$ cat config.mk
export PLATFORM = sky130hd
export DESIGN_NAME = mod_exp_ctrl
export DESIGN_NICKNAME = d
export VERILOG_FILES = /design/src/rtl/dh_pkg.sv /design/src/rtl/mod_exp_ctrl.sv
export SDC_FILE = /design/constraint.sdc
export NUM_CORES = 1
export LEC_CHECK = 0
export BUFFER_PORTS_ARGS = -buffer_cell sky130_fd_sc_hd__buf_2
export CAP_MARGIN = 10
export CORE_MARGIN = 4
export CORE_UTILIZATION = 60
export CTS_CLUSTER_DIAMETER = 50
export DETAILED_ROUTE_END_ITERATION = 10
export GPL_ROUTABILITY_DRIVEN = 0
export PLACE_DENSITY = 0.83
export RECOVER_POWER = 100
export SLEW_MARGIN = 10
export SYNTH_ARGS = -nofsm -noshare
export SYNTH_HDL_FRONTEND = slang
export SYNTH_SLANG_ARGS = --single-unit
$ cat constraint.sdc
create_clock -name clk -period 11.7 [get_ports clk]
set_input_delay 0.585 -clock clk [delete_from_list [all_inputs] [get_ports clk]]
set_output_delay 0.585 -clock clk [all_outputs]
set_load 0.02 [all_outputs]
$ cat src/rtl/dh_pkg.sv
// Shared types and widths for the modular-exponentiation controller.
package dh_pkg;

  localparam int OP_W  = 8;
  localparam int DIV_W = 16;

  typedef enum logic [3:0] {
    IDLE, RED_BASE, SQ, SQ_WAIT, MUL, MUL_WAIT, GAP, NEXT, FIN
  } state_t;

  // Which reduction the GAP state is returning from.
  typedef enum logic [1:0] {
    OP_BASE, OP_SQ, OP_MUL
  } op_t;

  function automatic logic [DIV_W-1:0] mul8(input logic [OP_W-1:0] a,
                                            input logic [OP_W-1:0] b);
    return {{(DIV_W-OP_W){1'b0}}, a} * {{(DIV_W-OP_W){1'b0}}, b};
  endfunction

endpackage

$ cat src/rtl/mod_exp_ctrl.sv
// MSB-first square-and-multiply g^e mod p, using an external divider for
// every reduction. NEXT issues the first squaring of a new bit index.
module mod_exp_ctrl
  import dh_pkg::*;
(
  input  logic             clk,
  input  logic             rst,
  input  logic             start,
  input  logic [OP_W-1:0]  base,
  input  logic [DIV_W-1:0] exponent,
  input  logic [OP_W-1:0]  modulus,
  output logic [OP_W-1:0]  result,
  output logic             done,
  output logic             busy,
  output logic             err,
  output logic [DIV_W-1:0] div_dividend,
  output logic [DIV_W-1:0] div_divider,
  output logic             div_start,
  input  logic             div_ready,
  input  logic [DIV_W-1:0] div_remainder
);

  state_t           state, state_n;
  op_t              last_op;
  logic [DIV_W-1:0] e_q;
  logic [OP_W-1:0]  p_q;
  logic [OP_W-1:0]  gp;
  logic [OP_W-1:0]  r;
  logic [3:0]       idx;
  logic             accept;
  logic             capture;
  logic             trivial;
  logic             unused_rem_hi;

  assign trivial       = (modulus <= 8'd1);
  assign div_divider   = {{(DIV_W-OP_W){1'b0}}, p_q};
  assign unused_rem_hi = ^div_remainder[DIV_W-1:OP_W];

  always_comb begin
    state_n = state;
    accept  = 1'b0;
    capture = 1'b0;
    unique case (state)
      IDLE: begin
        if (start) begin
          accept  = 1'b1;
          state_n = trivial ? FIN : RED_BASE;
        end
      end
      RED_BASE, SQ_WAIT, MUL_WAIT: begin
        if (div_ready) begin
          capture = 1'b1;
          state_n = GAP;
        end
      end
      SQ, NEXT: begin
        capture = div_ready;
        state_n = div_ready ? GAP : SQ_WAIT;
      end
      MUL: begin
        capture = div_ready;
        state_n = div_ready ? GAP : MUL_WAIT;
      end
      GAP: begin
        unique case (last_op)
          OP_BASE: state_n = SQ;
          OP_SQ:   state_n = e_q[idx] ? MUL : ((idx == 4'd0) ? FIN : NEXT);
          default: state_n = (idx == 4'd0) ? FIN : NEXT;
        endcase
      end
      FIN:     state_n = IDLE;
      default: state_n = IDLE;
    endcase
  end

  always_ff @(posedge clk) begin
    if (rst) begin
      state        <= IDLE;
      result       <= '0;
      done         <= 1'b0;
      busy         <= 1'b0;
      err          <= 1'b0;
      div_start    <= 1'b0;
      div_dividend <= '0;
      idx          <= 4'd0;
      r            <= '0;
      last_op      <= OP_BASE;
    end else begin
      state <= state_n;
      done  <= (state_n == FIN);

      if (accept) begin
        err     <= (modulus == 8'd0);
        r       <= 8'd1;
        idx     <= 4'd15;
        last_op <= OP_BASE;
        if (!trivial) begin
          div_start    <= 1'b1;
          div_dividend <= {{(DIV_W-OP_W){1'b0}}, base};
        end
      end

      if (capture) begin
        div_start <= 1'b0;
        if (state != RED_BASE) r <= div_remainder[OP_W-1:0];
      end

      // GAP -> issue: raise div_start together with the new operand
      if (state == GAP) begin
        unique case (state_n)
          SQ: begin
            div_start    <= 1'b1;
            div_dividend <= mul8(r, r);
            last_op      <= OP_SQ;
          end
          NEXT: begin
            div_start    <= 1'b1;
            div_dividend <= mul8(r, r);
            last_op      <= OP_SQ;
            idx          <= idx - 4'd1;
          end
          MUL: begin
            div_start    <= 1'b1;
            div_dividend <= mul8(r, gp);
            last_op      <= OP_MUL;
          end
          default: ;
        endcase
      end

      if (state_n == FIN) begin
        busy   <= 1'b0;
        result <= (state == IDLE) ? 8'd0 : r;
      end else if (accept) begin
        busy <= 1'b1;
      end
    end
  end

  // Operand registers carry no reset; they are always loaded on accept.
  always_ff @(posedge clk) begin
    if (accept) begin
      e_q <= exponent;
      p_q <= modulus;
    end
    if (capture && state == RED_BASE) gp <= div_remainder[OP_W-1:0];
  end

endmodule

# [Word-level counts from Yosys, hierarchy flattened]
# Index checks and enable logic that the tools add are counted.
# W data, S select, Z words.
[classes] addsub=1 n_mul=2 magnitude_cmp=2 n_eq_ne=13 muxes=34 n_reduce_logical=11
[ops] cell="$mux W16" count=3
[ops] cell="$mul A8 B8 Y16" count=2
[ops] cell="$mux W4" count=8
[ops] cell="$mux W8" count=4
[ops] cell="$pmux W16 S2" count=1
[ops] cell="$eq A4 B3 Y1 const B" count=6
[ops] cell="$pmux W4 S5" count=1
[ops] cell="$eq A4 B2 Y1 const B" count=3
[ops] cell="$mux W1" count=9
[ops] cell="$reduce_or A3 Y1" count=3
[ops] cell="$le A8 B1 Y1 const B" count=1
[ops] cell="$logic_not A4 Y1" count=2
[ops] cell="$logic_not A8 Y1" count=1
[ops] cell="$pmux W4 S2" count=1
[ops] cell="$mux W2" count=3
[ops] cell="$reduce_or A2 Y1" count=3
[ops] cell="$lt A4 B5 Y1 const B" count=1
[ops] cell="$bmux W1 S4" count=1
[ops] cell="$eq A4 B1 Y1 const B" count=1
[ops] cell="$eq A4 B4 Y1 const B" count=1
[ops] cell="$ne A4 B1 Y1 const B" count=1
[ops] cell="$pmux W2 S2" count=1
[ops] cell="$sub A4 B1 Y4 const B" count=1
[ops] cell="$mux W3" count=1
[ops] cell="4 further kinds" count=4
[word_totals] ff_bits=78 output_inout_bits=44

# [Longest topological paths before layout]
[logic_depth] ltp_word=9 depth_mapped=18 ltp_nobuf=18

# [Worst setup path before layout]
# OpenSTA, ideal clock, no wires.
[synth_timing] path_type="reg-to-reg" from="register r[6]" to="register div_dividend[15]" setup_ns=0.070 arrival_time_ns=4.397 t_required_ns=11.630 setup_slack_ns=7.232 path_stages_with_launch=18 n_path_buf=2 synth_period_minus_slack_ns=4.468 cell_sequence="dfxtp_1 clkbuf_1 clkbuf_1 and2_1 fa_1 fa_1 inv_1 fa_1 fa_1 inv_1 ha_1 or3_1 o21ai_0 a21oi_1 a211oi_1 nor3_1 nand3b_1 a21oi_1"
[synth_via] elab_chain_len=3
[synth_rtl] item="from (decl)" line_no="mod_exp_ctrl.sv:28" rtl="logic [OP_W-1:0] r;"
[synth_rtl] item="from (signal assigned)" line_no="mod_exp_ctrl.sv:105" rtl="if (state != RED_BASE) r <= div_remainder[OP_W-1:0];"
[synth_rtl] item="$mul A8 B8 Y16" line_no="dh_pkg.sv:18" rtl="return {{(DIV_W-OP_W){1'b0}}, a} * {{(DIV_W-OP_W){1'b0}}, b};"
[synth_rtl] item="$pmux W16 S2 *" line_no="mod_exp_ctrl.sv:110" rtl="unique case (state_n)"
[synth_rtl] item="$mux W16 *" line_no="mod_exp_ctrl.sv:109" rtl="if (state == GAP) begin"
[synth_rtl] item="to (signal assigned)" line_no="mod_exp_ctrl.sv:113" rtl="div_dividend <= mul8(r, r);"
[synth_rtl] item="to (signal assigned)" line_no="mod_exp_ctrl.sv:118" rtl="div_dividend <= mul8(r, r);"
[synth_rtl] item="to (signal assigned)" line_no="mod_exp_ctrl.sv:124" rtl="div_dividend <= mul8(r, gp);"
[synth_rtl] item="to (decl)" line_no="mod_exp_ctrl.sv:16" rtl="output logic [DIV_W-1:0] div_dividend,"
# Every way passes the cells marked *; elsewhere a longest branch is shown, timed or not.
# A chain may end at the register's enable or synchronous reset.

# [Worst setup path in the final report]
[layout_timing] from="register r[5]" to="register div_dividend[13]"
# The elaborated chain is that of the path after synthesis.

==> out/metrics.csv <==
metric,value,unit
cp-startpoint,r[5],
postCtsSetupBuffers,0,
drtAntennaViolNets,0,
cts_buffers,9,
cap_violations,0,
clock.fmax,0.189,GHz
tritoncts,done,
min_period,5.30,ns
setup_viol_count_final,0,
io_pins,96,
dieArea,13400,µm²
grt_start_max_net_pins,48,
ff_latch_area,1880,µm²
ys_seq_area_share,26.9,%
power_density,106,nW/µm²
worst_pin_slew,1.23,ns
fin_skew,0.00834,ns
p_switching,251,µW
drtIter0Drc,351,
comb_power_share,21.6,%
cts.sink_count,78,
use_met2,43.7,%
grt_pass1_vias,5827,
dr.pass1.iters,5,
fin_nets,984,
port_buffers,79,
status,finished clean,
routed_wl,16.0,mm
grt_overflow_total,0,
r2r_cells,15,
crit_fanout,16,
h-tree-depth,3,
multi_input_area,4550,µm²
nFillCells,891,
min_path_type,in -> reg,
regToRegStartpoint,r[5],
vdd_ir_drop_max,0.110,mV
final_common_cell,inv_1,
ys_ff_latch,78,
floorplan.initialDensity,61.2,%
drive_above_1_share,8.65,%
cts-root-buf,clkbuf_16,
cts_buffer_depth,2,
vias,5528,
die_w,116,µm
end_kind,register,
holdPathStages,1,
rsz0062_at_grt,no,
cp.arrival,5.49,ns
utilization,67.6,%
placed_cell_area,7450,µm²
grt_pass1_wl,27.1,mm
critPathLaunchType,register,
ff2ff_setup_slack,6.40,ns
routed_via_density,5.81,
regToRegEndpoint,div_dividend[13],
wire_per_inst,16.8,µm
grt_use_met1,30.9,%
yosys_warnings,0,
track_usage,25.5,%
ctsHoldBuffers,0,
yosys.cell_types.count,62,
tns,0,ns
use_met3,4.80,%
p_clk_share,38.2,%
min_to,e_q[14],
hold_start,exponent[14],
p_seq_share,40.2,%
fp.dieH,116,µm
clk_pin_slew,0.06,ns
antenna_found_initial,0,
stdcell_area,7710,µm²
mostFrequentLayoutCells,"inv_1 (106), and2_1 (67), ha_1 (67), fa_1 (61), clkbuf_1 (47)",
leakage,0.00365,µW
intPower,566,µW
avgSynthCellArea,9.51,µm²
worst_slew_margin_rel,17.7,%
syn_to_final_growth,10.3,%
crit_required,11.89,ns
synth_edf_count,32,
clk_latency,0.34,ns
core,11400,µm²
dpl.hpwl,12.2,mm
antenna_cells,0,
async_flop_share,0,%
finalMaxSlewViolations,0,
top_usage_layer,met2,
final_hold_viol_count,0,
row_count,39,
drc,0,
synth_top_flop_cell,dfxtp_1,
netlist_area,6990,µm²
timing.final.crit_share,45.3,%
cts_resized,0,
sw_frac_of_total,30.7,%
path_class,reg -> reg,
netlist_instances,735,
==> synth_stat cells, types with 2 or more instances <==
master | n | area [µm²]
dfxtp_1 | 46 | 921
a211oi_1 | 9 | 67.6
nor3_1 | 25 | 125
clkbuf_1 | 19 | 71.3
xnor2_1 | 16 | 140
mux4_1 | 3 | 78.8
a22oi_1 | 17 | 128
buf_2 | 2 | 10.0
or2_2 | 2 | 12.5
and2_1 | 68 | 425
o22ai_1 | 2 | 12.5
o21bai_1 | 3 | 22.5
xor2_1 | 6 | 52.6
o21ai_1 | 2 | 10.0
a21o_1 | 5 | 37.5
a221oi_1 | 2 | 17.5
or3_1 | 9 | 56.3
fa_1 | 61 | 1220
mux2_2 | 8 | 90.1
buf_4 | 9 | 67.6
nand2_1 | 35 | 131
nor2b_1 | 10 | 62.6
nor4_1 | 2 | 12.5
o31ai_1 | 2 | 15.0
o21ai_0 | 11 | 55.1
clkbuf_2 | 2 | 10.0
a211o_1 | 3 | 26.3
mux2i_1 | 12 | 120
nor3b_1 | 3 | 22.5
nand3_1 | 18 | 90.1
nand3b_1 | 3 | 22.5
a21oi_1 | 30 | 150
ha_1 | 67 | 838
edfxtp_1 | 32 | 961
a32oi_1 | 2 | 17.5
and3_1 | 4 | 25.0
inv_1 | 105 | 394
o31a_1 | 2 | 17.5
nor2_1 | 45 | 169
o211ai_1 | 3 | 22.5
a31oi_1 | 2 | 12.5
nand2b_1 | 6 | 37.5
o21a_1 | 3 | 22.5
==> per-layer routing <==
layer | part of all wire (%) | wire length, µm | vias to the layer above
li1 | - | - | 2578
met1 | 39 | 6250 | 2686
met2 | 50 | 8000 | 212
met3 | 6.8 | 1090 | 52
met4 | 4.4 | 701 | 0
met5 | 0 | 0 | -
==> worst max path at each step <==
stage	cells past startpoint	slack, ns	to
global route	15	6.15	div_dividend[13]
global placement	15	6.65	div_dividend[13]
detailed placement	15	6.49	div_dividend[13]
finish	15	6.40	div_dividend[13]
CTS	15	6.47	div_dividend[13]
floorplan	17	7.23	div_dividend[15]
==> power groups by stage <==
stage	Sequential (µW)	Combinational, µW	Clock (µW)
3_3_place_gp	333	171	0
4_1_cts	328	180	315
3_5_place_dp	333	178	0
6_report	328	176	313
5_1_grt	331	199	328
2_1_floorplan	329	132	0
==> flip-flops by register name, summed over array words and instances, names as in the netlist <==
| signal | cells |
|---|---|
| div_dividend | 16 |
| e_q | 16 |
| gp | 8 |
| p_q | 8 |
| r | 8 |
| result | 8 |
| idx | 4 |
| state | 4 |
| last_op | 2 |
| busy | 1 |
| div_start | 1 |
| done | 1 |
| err | 1 |
==> critical path, cell delays in order, from the launching register on <==
cell      delay [ns]
dfxtp_1         0.73
inv_1           0.31
nor2_1          0.28
fa_1            0.48
fa_1            0.54
inv_1           0.05
fa_1            0.50
fa_1            0.54
inv_1           0.04
ha_1            0.34
or3_1           0.32
o21ai_0         0.10
a21oi_1         0.12
a211oi_1        0.36
xor2_1          0.31
o32ai_1         0.12
==> cells by family after synthesis <==
kind of cell,Yosys count,share of synthesized area [%]
other cells,1,0.0536
flops,78,26.9
xor+xnor,22,2.76
buf+inv,139,8.12
mux,24,4.46
fa+ha+maj,128,29.5
simple gates,236,17.8
compound gates,107,10.4
==> cell type report <==
type / count / share of cell area, %
Multi-Input combinational cell: 525 / 59.0
Sequential cell: 78 / 24.4
Inverter: 106 / 5.16
Timing Repair Buffer: 84 / 4.87
Clock buffer: 9 / 2.92
Tap cell: 143 / 2.32
Clock inverter: 7 / 1.36
==> stage by stage <==
step,std cells,power [µW],setup WS (ns),hold slack (ns)
final,952,817,6.40,0.414
after global routing,952,858,6.15,0.405
after CTS,951,823,6.47,0.410
after detailed placement,935,512,6.49,0.455
after global placement,935,503,6.65,0.448
after floorplan,742,462,7.23,0.511
(Power assumes the default switching activity.)
